`src/rtl/counter_ctrl_pkg.sv`:
```
// Shared definitions for the two-requester counter arbiter: FSM states,
// default count width, requester count and the round-robin pick helper.
package counter_ctrl_pkg;

  localparam int unsigned DEFAULT_WIDTH = 4;
  localparam int unsigned NUM_REQ       = 2;

  typedef enum logic [1:0] {
    ST_IDLE = 2'd0,
    ST_RUN  = 2'd1,
    ST_DONE = 2'd2
  } state_e;

  // Winner index for a non-zero request vector. On a tie the requester that
  // was not served last wins; a lone requester always wins.
  function automatic logic pick_winner(input logic [NUM_REQ-1:0] req_v,
                                       input logic               last_v);
    logic win_v;
    case (req_v)
      2'b01:   win_v = 1'b0;
      2'b10:   win_v = 1'b1;
      2'b11:   win_v = ~last_v;
      default: win_v = 1'b0;
    endcase
    return win_v;
  endfunction

endpackage

```
`src/rtl/updown_counter.sv`:
```
// Shared up/down counter. Clear has priority over stepping; stepping wraps
// modulo 2^WIDTH in both directions with no saturation.
module updown_counter
  import counter_ctrl_pkg::*;
#(
  parameter int unsigned WIDTH = DEFAULT_WIDTH
) (
  input  logic             clk,
  input  logic             reset,
  input  logic             en,
  input  logic             dir,
  input  logic             clr,
  output logic [WIDTH-1:0] count
);

  localparam logic [WIDTH-1:0] ONE = {{(WIDTH-1){1'b0}}, 1'b1};

  logic [WIDTH-1:0] count_q;
  logic [WIDTH-1:0] count_d;

  // Next count: clear, step up/down, or hold.
  always_comb begin
    count_d = count_q;
    if (clr) begin
      count_d = {WIDTH{1'b0}};
    end else if (en) begin
      if (dir) begin
        count_d = count_q + ONE;
      end else begin
        count_d = count_q - ONE;
      end
    end else begin
      count_d = count_q;
    end
  end

  // Count register, cleared asynchronously by reset.
  always_ff @(posedge clk or negedge reset) begin
    if (!reset) begin
      count_q <= {WIDTH{1'b0}};
    end else begin
      count_q <= count_d;
    end
  end

  assign count = count_q;

endmodule

```
`src/rtl/counter_arbiter.sv`:
```
// Two-requester, non-preemptive round-robin arbiter that lends a shared
// up/down counter to the winner for a latched number of steps.
module counter_arbiter
  import counter_ctrl_pkg::*;
#(
  parameter int unsigned WIDTH = DEFAULT_WIDTH
) (
  input  logic               clk,
  input  logic               reset,
  input  logic [NUM_REQ-1:0] req,
  input  logic [NUM_REQ-1:0] dir,
  input  logic [WIDTH-1:0]   len0,
  input  logic [WIDTH-1:0]   len1,
  input  logic               clr,
  output logic [NUM_REQ-1:0] gnt,
  output logic               busy,
  output logic               done,
  output logic               done_id,
  output logic [WIDTH-1:0]   count
);

  localparam logic [WIDTH-1:0] ONE  = {{(WIDTH-1){1'b0}}, 1'b1};
  localparam logic [WIDTH-1:0] ZERO = {WIDTH{1'b0}};

  state_e             state_q, state_d;
  logic [NUM_REQ-1:0] gnt_q, gnt_d;
  logic               busy_q, busy_d;
  logic               done_q, done_d;
  logic               done_id_q, done_id_d;
  logic               owner_q, owner_d;
  logic               dir_q, dir_d;
  logic [WIDTH-1:0]   rem_q, rem_d;
  logic               last_q, last_d;

  logic               win_s;
  logic               cnt_en_s;
  logic               cnt_clr_s;

  // Next-state, output and counter-control decode for the arbiter FSM.
  always_comb begin
    state_d   = state_q;
    gnt_d     = gnt_q;
    busy_d    = busy_q;
    done_d    = 1'b0;
    done_id_d = done_id_q;
    owner_d   = owner_q;
    dir_d     = dir_q;
    rem_d     = rem_q;
    last_d    = last_q;
    cnt_en_s  = 1'b0;
    cnt_clr_s = 1'b0;
    win_s     = pick_winner(req, last_q);

    case (state_q)
      ST_IDLE: begin
        // Clear is only honoured here; it may coincide with a new grant,
        // in which case the run starts from zero.
        cnt_clr_s = clr;
        if (req != 2'b00) begin
          state_d = ST_RUN;
          owner_d = win_s;
          gnt_d   = win_s ? 2'b10 : 2'b01;
          busy_d  = 1'b1;
          dir_d   = dir[win_s];
          rem_d   = win_s ? len1 : len0;
        end else begin
          gnt_d  = 2'b00;
          busy_d = 1'b0;
        end
      end

      ST_RUN: begin
        if (rem_q == ZERO) begin
          // Zero-length run: one RUN cycle, no step.
          state_d   = ST_DONE;
          gnt_d     = 2'b00;
          done_d    = 1'b1;
          done_id_d = owner_q;
        end else begin
          cnt_en_s = 1'b1;
          rem_d    = rem_q - ONE;
          if (rem_q == ONE) begin
            state_d   = ST_DONE;
            gnt_d     = 2'b00;
            done_d    = 1'b1;
            done_id_d = owner_q;
          end else begin
            state_d = ST_RUN;
          end
        end
      end

      ST_DONE: begin
        state_d = ST_IDLE;
        gnt_d   = 2'b00;
        busy_d  = 1'b0;
        last_d  = owner_q;
      end

      default: begin
        state_d = ST_IDLE;
        gnt_d   = 2'b00;
        busy_d  = 1'b0;
      end
    endcase
  end

  // FSM and output registers; reset abandons any run without a done pulse.
  always_ff @(posedge clk or negedge reset) begin
    if (!reset) begin
      state_q   <= ST_IDLE;
      gnt_q     <= 2'b00;
      busy_q    <= 1'b0;
      done_q    <= 1'b0;
      done_id_q <= 1'b0;
      owner_q   <= 1'b0;
      dir_q     <= 1'b0;
      rem_q     <= ZERO;
      last_q    <= 1'b1;
    end else begin
      state_q   <= state_d;
      gnt_q     <= gnt_d;
      busy_q    <= busy_d;
      done_q    <= done_d;
      done_id_q <= done_id_d;
      owner_q   <= owner_d;
      dir_q     <= dir_d;
      rem_q     <= rem_d;
      last_q    <= last_d;
    end
  end

  updown_counter #(
    .WIDTH (WIDTH)
  ) u_counter (
    .clk   (clk),
    .reset (reset),
    .en    (cnt_en_s),
    .dir   (dir_q),
    .clr   (cnt_clr_s),
    .count (count)
  );

  assign gnt     = gnt_q;
  assign busy    = busy_q;
  assign done    = done_q;
  assign done_id = done_id_q;

endmodule

```
`config.mk`:
```
export PLATFORM = sky130hd
export DESIGN_NAME = counter_arbiter
export DESIGN_NICKNAME = d
export VERILOG_FILES = /design/src/rtl/counter_ctrl_pkg.sv /design/src/rtl/updown_counter.sv /design/src/rtl/counter_arbiter.sv
export SDC_FILE = /design/constraint.sdc
export NUM_CORES = 1
export LEC_CHECK = 0
export CELL_PAD_IN_SITES_DETAIL_PLACEMENT = 0
export CELL_PAD_IN_SITES_GLOBAL_PLACEMENT = 1
export CORE_UTILIZATION = 37
export CTS_CLUSTER_DIAMETER = 120
export DETAILED_ROUTE_END_ITERATION = 10
export PLACE_DENSITY_LB_ADDON = 0.1
export SETUP_SLACK_MARGIN = 0.05
export SLEW_MARGIN = 0
export SYNTH_ARGS = -nofsm -noshare
export SYNTH_HDL_FRONTEND = slang
export SYNTH_SLANG_ARGS = --single-unit
```
`constraint.sdc`:
```
create_clock -name clk -period 2.6 [get_ports clk]
set_input_delay 0.52 -clock clk [delete_from_list [all_inputs] [get_ports clk]]
set_output_delay 0.52 -clock clk [all_outputs]
set_load 0.02 [all_outputs]
```
# Word level (Yosys, flattened, before mapping)
# Index checks and enable logic that the tools add are counted.
# word_totals
ff_bits,18
inputBits,15
output_inout_bits,9
wordCells,61
# op_classes
n_addsub,3
order_cmp,1
n_eq_ne,8
n_mux,29
bitwise,1
n_reduce_logical,9
# op_table
operator,count
4-bit 2-to-1 mux,6
2-bit 2-to-1 mux,7
1-bit 2-to-1 mux,11
2-bit case mux with 2 select lines,2
4-bit case mux with 2 select lines,1
2-bit nonzero test,4
"4-bit by 1-bit subtractor with 4-bit output, second input constant",2
"2-bit equality test, second input constant",3
"4-bit by 1-bit adder with 4-bit output, second input constant",1
"4-bit by 1-bit equality test with 1-bit output, second input constant",1
4-bit logical NOT,1
"2-bit != test, second input constant",2
1-bit case mux with 2 select lines,2
2-bit AND reduction,2
"3-bit != test, second input constant",1
3-bit AND reduction,1
"2-bit by 1-bit equality test with 1-bit output, second input constant",1
2-bit logical NOT,1
"1-bit by 2-bit < comparator with 1-bit output, second input constant",1
1-bit NOT,1

# Logic depth before layout (Yosys ltp)
# Gate-level depths: netlist of run 1.
# logic_depth
depth_word,5
depth_mapped,6

# Hierarchy
# Synthesis of run 1 repeated with hierarchy kept, for this count alone.
# unflattened
cells_unflattened,94
area_unflattened_um2,1028.5
# modules_own_cells
module,n_inst,cells_per_inst,area_per_inst_um2,seq_area_each_um2
counter_arbiter,1,68,767.0,351.6
updown_counter,1,26,261.5,100.1

# Worst setup path after synthesis of run 1
# No wires, ideal clock.
# synth_path
path_kind,register -> register
from,register u_counter.count_q[2] (netlist: u_counter.count[2])
to,register u_counter.count_q[3] (netlist: u_counter.count[3])
arrival_ps,1755
t_required_ps,2482
slack_ps,727
path_stages_with_launch,6
n_path_buf,0
period_less_slack_ps,1873
cell_sequence,dfrtp_1 > ha_1 > and3_4 > or3_4 > a31o_2 > a21o_1
# synth_between
elab_chain_len,4
elab_cells_between_ends,5
cone_classes,2 x add/sub; 3 x mux
# synth_rtl
element,line,rtl
from (decl),updown_counter.sv:18,logic [WIDTH-1:0] count_q;
from (signal assigned),updown_counter.sv:40,count_q <= {WIDTH{1'b0}};
from (signal assigned),updown_counter.sv:42,count_q <= count_d;
4-bit by 1-bit subtractor with 4-bit output or 4-bit by 1-bit adder with 4-bit output (tied branches),"updown_counter.sv:30, updown_counter.sv:28",
4-bit 2-to-1 mux *,updown_counter.sv:27,if (dir) begin
4-bit 2-to-1 mux *,updown_counter.sv:26,end else if (en) begin
4-bit 2-to-1 mux *,updown_counter.sv:24,if (clr) begin
# Every way passes the cells marked *; elsewhere a longest branch is shown, timed or not. The select of a mux whose other input is x is not followed.
# A chain may end at the register's enable or synchronous reset.

# Worst setup path in the final report of run 1
# layout_path
from,register dir_q
to,register u_counter.count_q[3] (netlist: u_counter.count[3])
# layout_between
elab_chain_len,3
# layout_rtl
element,line,rtl
from (decl),counter_arbiter.sv:31,"logic dir_q, dir_d;"
from (signal assigned),counter_arbiter.sv:127,dir_q <= dir_d;
4-bit 2-to-1 mux,updown_counter.sv:27,
4-bit 2-to-1 mux,updown_counter.sv:26,
4-bit 2-to-1 mux,updown_counter.sv:24,
# Every way passes these cells. The select of a mux whose other input is x is not followed.

==> results of run 1 <==
## worst paths after layout
kind | depth (start not counted) | endpoint | startpoint
max in group asynchronous | 2 | last_q | reset
max reg2reg | 6 | u_counter.count[3] | dir_q
min reg2reg | 2 | busy | busy
min | 2 | busy | busy
min in group asynchronous | 2 | u_counter.count[1] | reset
max | 6 | u_counter.count[3] | dir_q
## logic make-up (layout without fill, tap and decap cells)
family | count (synthesis) | in the layout
compound gates | 21 | 21
xor+xnor | 3 | 3
fa+ha+maj | 5 | 5
buf+inv | 4 | 33
flops | 18 | 18
mux | 11 | 11
simple gates | 21 | 21
## flip-flops by register name, summed over array words and instances, names as in the netlist
| register | count |
|---|---|
| busy | 1 |
| dir_q | 1 |
| last_q | 1 |
| done | 1 |
| u_counter.count | 4 |
| done_id | 1 |
| rem_q | 4 |
| gnt | 2 |
| owner_q | 1 |
| state_q | 2 |
## power groups by stage
stage	logic [mW]	registers [mW]	clock network, mW
4_1_cts	1.00	0.554	0.178
3_3_place_gp	0.986	0.553	0
5_1_grt	1.10	0.570	0.190
6_report	0.988	0.552	0.170
2_1_floorplan	0.650	0.612	0
3_5_place_dp	0.994	0.559	0
## Yosys cell counts (2+ instances only)
library cell | number | share of area
mux2i_1 | 5 | 0.051
xnor2_1 | 2 | 0.018
a22o_1 | 4 | 0.036
mux2_2 | 6 | 0.069
nand2b_1 | 2 | 0.013
ha_1 | 4 | 0.051
nor2b_1 | 3 | 0.019
a21oi_1 | 2 | 0.010
nor2_1 | 7 | 0.027
nand2_1 | 4 | 0.015
dfrtp_1 | 17 | 0.44
inv_1 | 3 | 0.012
o21ai_0 | 4 | 0.020
## per-stage QoR
stage | util | worst slack [ns] | std cells
global placement | 0.510 | 0.541 | 138
CTS | 0.524 | 0.692 | 142
floorplan | - | 0.727 | 83
finish | 0.524 | 0.704 | 142
global route | 0.524 | 0.609 | 142
detailed placement | 0.510 | 0.502 | 138
## per-layer routing
layer	up-vias	part of all wire
met2	16	0.48
met4	0	0.012
met1	345	0.47
met3	4	0.036
li1	358	-
met5	-	0
## worst max-delay path: stages, from the launching register on
cell and delay [ns]:
dfrtp_1 0.39, inv_1 0.10, ha_1 0.33, and3_4 0.18
or3_4 0.38, a31o_2 0.25, a21o_1 0.17
## area by class of cell
cell class | count | area share
multi-input cells | 61 | 0.392
flip-flops and latches | 18 | 0.348
repair buffers | 26 | 0.195
well taps | 30 | 0.0289
clock buffers | 4 | 0.0279
inverters | 3 | 0.00867
==> out/qor.csv, run 1 <==
metric,value,unit
Synth Area in Adders,0.0717,
GR peak layer,met2,
maximum root-to-sink buffer count,2,
Chip Width,53.4,um
unrepaired setup endpoints after global routing,no,
worst path required time,2.79,ns
DR vias,723,
Max VDD drop,630,uV
met3 Resource Use GR,0.0374,
drt wl/cell,13.2,um
syn nets,103,
Fillers,247,
gr ovfl total,0,
status,"finished, final reports clean",
starting density of the core,0.394,
predominant post-synthesis flop cell,dfrtp_1,
GR Util met2,0.258,
Synth warnings,0,
crit start category,flip-flop,
Post-Route Setup TNS,0,ns
# setup viols final,0,
Post-synth EDFFs,0,
Comb pwr share,0.577,
vias in the first global route,679,
max cap viols,0,
"most common cell after layout, fill and taps aside",clkdlybuf4s50_1,
"Net count, final",133,
final WL,1880,um
Layout Skew,0.00280,ns
TritonCTS Buffers,3,
clk sinks,18,
post-synthesis sequential element count,18,
ANT cells,0,
initial antenna violation count,0,
# H-tree levels,1,
Final Hold Fails,0,
standard-cell rows,18,
ys async rst share,1.00,
post-CTS sizing,0,
Unique masters post-synth,33,
DR iter-0 viols,5,
portion of netlist area occupied by mux cells,0.120,
Post-Synth XOR/XNOR Area,0.0269,
Max Slew Vio Count,0,
largest net degree at the start of global routing,19,
final cycle utilization of the critical path,0.729,
Clk pwr share,0.100,
RePlAce Congestion,0.728,
drt via density,5.09,
TritonCTS clock tree,yes,
Antenna Nets Post-Route,0,
hold_buf cts,0,
total track usage,0.158,
type of the worst setup path,flip-flop to flip-flop,
first-pass GRT wire length,3120,um
first-pass detailed-route iteration total,3,
worst hold slack,0.503,ns
post-synthesis sequential area ratio,0.462,
Mapped Cells,83,
Fmax achieved,527,MHz
synthesis-to-finish area growth,32.9,%
Die Y-Extent,53.4,um
post-synthesis compound-gate area fraction,0.181,
Internal Pwr Total,1.04,mW
Mapped Area,977,um2
switching share of power,0.394,
total power,1.71,mW
P per Cell Area,1320,nW/um2
clk root buf,clkbuf_4,
Net Sw Power,0.674,mW
Avg Synthesized Cell Area,11.8,um2
worst slew pin tran,0.400,ns
placed cell areas,1260,um2
Final min period,1.90,ns
"Arr. time, crit path",2.09,ns
Multi-input gate area,509,um2
detailed-placement wirelength estimate,1440,um
Post CTS Setup Buffer Count,0,
sequential cell area,452,um2
most frequent cells in the layout,"clkdlybuf4s50_1 (23), dfrtp_1 (17), nor2_1 (7)",
Worst Hold Class,flip-flop to flip-flop,
GR Layer Usage met1,0.197,
clock transition at the registers of the reported paths,0.10,ns
slack of the worst reg-to-reg path,0.70,ns
PortBufs,23,
largest family of logic cells by synthesized area,compound AO/OA/AOI/OAI gates,
Setup crit end kind,flip-flop,
Clock Latency Late Sink,0.29,ns
CP max FO,4,
Core Area,2480,um2
Slew HR,0.730,
ratio of cells with drive above 1 in the final layout,0.196,
simple-gate share of the synthesized area,0.122,
final instance area,1300,um2
DR DRC count,0,
die area,2850,um2
IO Pins,24,
leakage,0.575,nW
Seq pwr share,0.323,
(Power assumes the default switching activity.)
==> run 2, diff against run 1 <==
- clock period: 2.6 -> 1.9 ns (I/O delays scaled with it)
==> run 2 against run 1 <==
Worst hold slack worse by 0.16 ns. Critical path depth decreased by 1. Utilization grew 1.8 points. Global-route usage is 0.070 points lower. Largest power group unchanged.
==> out/qor.csv, run 2 (synthesis gave the netlist of run 1 again) <==
metric,value,unit
most frequent cells in the layout,"clkdlybuf4s50_1 (23), dfrtp_1 (15), nor2_1 (7), buf_4 (7), mux2_2 (6)",
R2R depth,5,
PortBufs,23,
IO Pins,24,
type of the worst setup path,flip-flop to flip-flop,
Clock Latency Late Sink,0.29,ns
total track usage,0.158,
first-pass GRT wire length,3210,um
Worst Hold Class,primary input to async pin,
final cycle utilization of the critical path,0.934,
# setup viols final,0,
clk root buf,clkbuf_4,
Fmax achieved,564,MHz
Chip Width,53.4,um
standard-cell rows,18,
CP max FO,4,
gr ovfl total,0,
clock transition at the registers of the reported paths,0.10,ns
Final Hold Fails,0,
slack of the worst reg-to-reg path,0.13,ns
Final min period,1.77,ns
crit start category,flip-flop,
clk sinks,18,
RePlAce Congestion,0.695,
final instance area,1340,um2
Setup crit end kind,flip-flop,
Setup crit end,u_counter.count[3],
DR DRC count,0,
P per Cell Area,1800,nW/um2
drt wl/cell,13.0,um
DR vias,723,
unrepaired setup endpoints after global routing,no,
ratio of cells with drive above 1 in the final layout,0.259,
Max VDD drop,907,uV
Max Slew Vio Count,0,
"Arr. time, crit path",1.96,ns
TritonCTS clock tree,yes,
max cap viols,0,
Slew HR,0.719,
final worst setup slack,0.126,ns
die area,2850,um2
Fillers,234,
ANT cells,0,
drt via density,4.95,
Antenna Nets Post-Route,0,
Die Y-Extent,53.4,um
status,"finished, final reports clean",
placed cell areas,1310,um2
largest net degree at the start of global routing,13,
RR Startpoint,u_counter.count[1],
DR iter-0 viols,12,
"most common cell after layout, fill and taps aside",clkdlybuf4s50_1,
leakage,0.592,nW
Core Area,2480,um2
synthesis-to-finish area growth,37.5,%
first-pass detailed-route iteration total,3,
starting density of the core,0.394,
vias in the first global route,702,
"Net count, final",137,
maximum root-to-sink buffer count,2,
worst path required time,2.09,ns
initial antenna violation count,0,
CP Launch Point,u_counter.count[1],
final WL,1900,um
# H-tree levels,1,
RR Endpoint,u_counter.count[3],
Layout Skew,0.00455,ns
detailed-placement wirelength estimate,1530,um
TritonCTS Buffers,3,
worst slew pin tran,0.417,ns
DP Worst Slack,-0.0233,ns
## run 2: changes by cell type in the layout (fill, tap and decap cells not counted), sizes merged
| cell | delta |
|---|---|
| buf | +4 |
## run 2: worst min path at each step
| stage | cells past startpoint | endpoint | startpoint | slack (ns) |
|---|---|---|---|---|
| finish | 1 | done | reset | 0.35 |
| global route | 1 | done | reset | 0.36 |
| CTS | 1 | u_counter.count[1] | reset | 0.35 |
| detailed placement | 2 | busy | busy | 0.47 |
| global placement | 2 | busy | busy | 0.46 |
| floorplan | 0 | busy | reset | 0.08 |
## run 2: worst max-delay path, cell delays in order (launching register included)
cell and delay, ns:
dfrtp_2 0.45, ha_1 0.29, and3_4 0.15, or3_4 0.38
a31o_2 0.25, a21o_1 0.16
## run 2: power breakdown
| group | total (mW) | leakage [nW] | switching (mW) | internal, mW |
|---|---|---|---|---|
| combinational | 1.43 | 0.354 | 0.656 | 0.776 |
| clock | 0.232 | 0.0210 | 0.115 | 0.117 |
| sequential | 0.761 | 0.217 | 0.175 | 0.586 |
| total | 2.42 | 0.592 | 0.946 | 1.48 |
## run 2: layer usage
| layer | vias to the layer above | routed length, um | track usage |
|---|---|---|---|
| li1 | 366 | - | - |
| met1 | 345 | 901 | 0.214 |
| met2 | 12 | 942 | 0.256 |
| met3 | 0 | 55 | 0.0259 |
| met4 | 0 | 0 | 0.0395 |
| met5 | - | 0 | 0 |
## run 2: stage by stage
stage          TNS [ns]  power [mW]   util  instances  hold WS, ns
6_report              0        2.42  0.542        146        0.348
2_1_floorplan         0        1.75      -         83       0.0844
4_1_cts               0        2.46  0.542        146        0.350
3_3_place_gp          0        2.18  0.527        142        0.463
3_5_place_dp    -0.0238        2.22  0.527        142        0.469
5_1_grt               0        2.64  0.542        146        0.356
## run 2: area by class of cell
type                            count  area [um2]  share of cell area
Tap cell                           30        37.5              0.0279
Multi-Input combinational cell     61         522               0.388
Sequential cell                    18         454               0.338
Clock buffer                        4        36.3              0.0270
Timing Repair Buffer               30         283               0.210
Inverter                            3        11.3             0.00838
## run 2: repair_timing
action,4_1_cts,5_1_grt
setup endpoints to repair,0,1
resized for setup,0,2
buffers inserted,0,0
hold buffers,0,0
==> run 3, diff against run 2 <==
- CORE_MARGIN: default -> 5
- CORE_UTILIZATION: 37 -> 40
- DONT_BUFFER_PORTS: default -> 1
- HOLD_SLACK_MARGIN: default -> 0.02
==> run 3 against run 2 <==
Final area shrank 15%. Sequential share of layout area rose by 6.1 points. Fmax decreased by 0.21%. Via count fell by 7.9%.
==> out/qor.csv, run 3 (synthesis gave the netlist of run 1 again) <==
metric,value,unit
status,"finished, final reports clean",
TritonCTS clock tree,yes,
final worst setup slack,0.122,ns
synthesis-to-finish area growth,16.3,%
worst slew pin tran,0.865,ns
first-pass detailed-route iteration total,2,
clk root buf,clkbuf_4,
vias in the first global route,660,
unrepaired setup endpoints after global routing,no,
Final Hold Fails,0,
DR DRC count,0,
DR iter-0 viols,10,
Chip Width,59.4,um
P per Cell Area,2030,nW/um2
Fillers,227,
starting density of the core,0.406,
ratio of cells with drive above 1 in the final layout,0.316,
TritonCTS Buffers,3,
"most common cell after layout, fill and taps aside",dfrtp_1,
RePlAce Congestion,0.750,
maximum root-to-sink buffer count,2,
standard-cell rows,18,
Max Slew Vio Count,0,
Antenna Nets Post-Route,0,
clock transition at the registers of the reported paths,0.10,ns
Clock Latency Late Sink,0.30,ns
WHS Path Cells,2,
die area,3530,um2
Max VDD drop,866,uV
CP max FO,3,
drt via density,5.33,
Worst Hold Class,primary input to flip-flop,
Final min period,1.78,ns
leakage,0.517,nW
detailed-placement wirelength estimate,1500,um
type of the worst setup path,flip-flop to flip-flop,
R2R depth,6,
DR vias,666,
# setup viols final,0,
Slew HR,0.422,
largest net degree at the start of global routing,19,
drt wl/cell,16.0,um
max cap viols,0,
crit start category,flip-flop,
first-pass GRT wire length,3130,um
Post-Route Setup TNS,0,ns
"Net count, final",116,
most frequent cells in the layout,"dfrtp_1 (16), buf_4 (8), nor2_1 (7)",
Die Y-Extent,59.4,um
Fmax achieved,562,MHz
placed cell areas,1070,um2
worst path required time,2.10,ns
Setup crit end kind,flip-flop,
clk sinks,18,
ANT cells,0,
# H-tree levels,1,
final cycle utilization of the critical path,0.936,
IO Pins,24,
PortBufs,0,
DP Worst Slack,0.0380,ns
Core Area,2410,um2
gr ovfl total,0,
final WL,2000,um
initial antenna violation count,0,
total track usage,0.124,
final instance area,1140,um2
"Arr. time, crit path",1.98,ns
Layout Skew,0.00258,ns
run 3: changes by cell type in the layout (fill, tap and decap cells not counted), sizes merged:
cell           change
buf                +1
clkdlybuf4s50     -23
dlygate4sd3        +1
run 3: through the flow:
step | power, mW | hold WS [ns] | util | std cells
finish | 2.30 | 0.290 | 0.471 | 125
global route | 2.51 | 0.287 | 0.471 | 125
CTS | 2.30 | 0.280 | 0.463 | 123
detailed placement | 2.04 | 0.0850 | 0.443 | 118
global placement | 2.02 | 0.0850 | 0.443 | 118
floorplan | 1.75 | 0.0844 | - | 83
run 3: path summary, 6_finish.rpt:
check | startpoint | endpoint | slack, ns
setup / recovery | dir_q | u_counter.count[3] | 0.12
hold / removal | dir[0] | dir_q | 0.29
setup reg to reg | dir_q | u_counter.count[3] | 0.12
hold reg to reg | owner_q | owner_q | 0.55
max in group asynchronous | reset | u_counter.count[2] | 0.69
min in group asynchronous | reset | u_counter.count[2] | 0.63
run 3: final cells by class:
class / count / area (um2) / area share
multi-input cells: 61 / 528 / 0.465
flip-flops and latches: 18 / 453 / 0.399
repair buffers: 9 / 70.1 / 0.0617
well taps: 30 / 37.5 / 0.0330
clock buffers: 4 / 36.3 / 0.0319
inverters: 3 / 11.3 / 0.00991
run 3: critical path, cell delays in order (launching register included):
cell,delay [ns]
dfrtp_1,0.41
inv_2,0.10
ha_1,0.23
and3_4,0.15
or3_4,0.38
a31o_2,0.25
a21o_1,0.16
run 3: repair_timing:
| item | in CTS | in global routing |
|---|---|---|
| hold endpoints to repair | 18 | 0 |
| endpoints found under the setup margin | 1 | 2 |
| buffers inserted | 0 | 2 |
| pin swaps | 0 | 1 |
| hold buffers | 1 | 0 |
| gates resized for setup | 1 | 1 |
run 3: routing by layer:
layer  GRT usage  vias up  wire, um
li1            -      325         -
met1       0.135      321       849
met2       0.214       16       991
met3      0.0501        4       130
met4      0.0485        0        26
met5           0        -         0
run 3: power breakdown:
group / total, mW / leakage (nW) / switching, mW / internal [mW]
combinational: 1.24 / 0.278 / 0.585 / 0.658
clock: 0.237 / 0.0210 / 0.120 / 0.117
sequential: 0.825 / 0.218 / 0.241 / 0.584
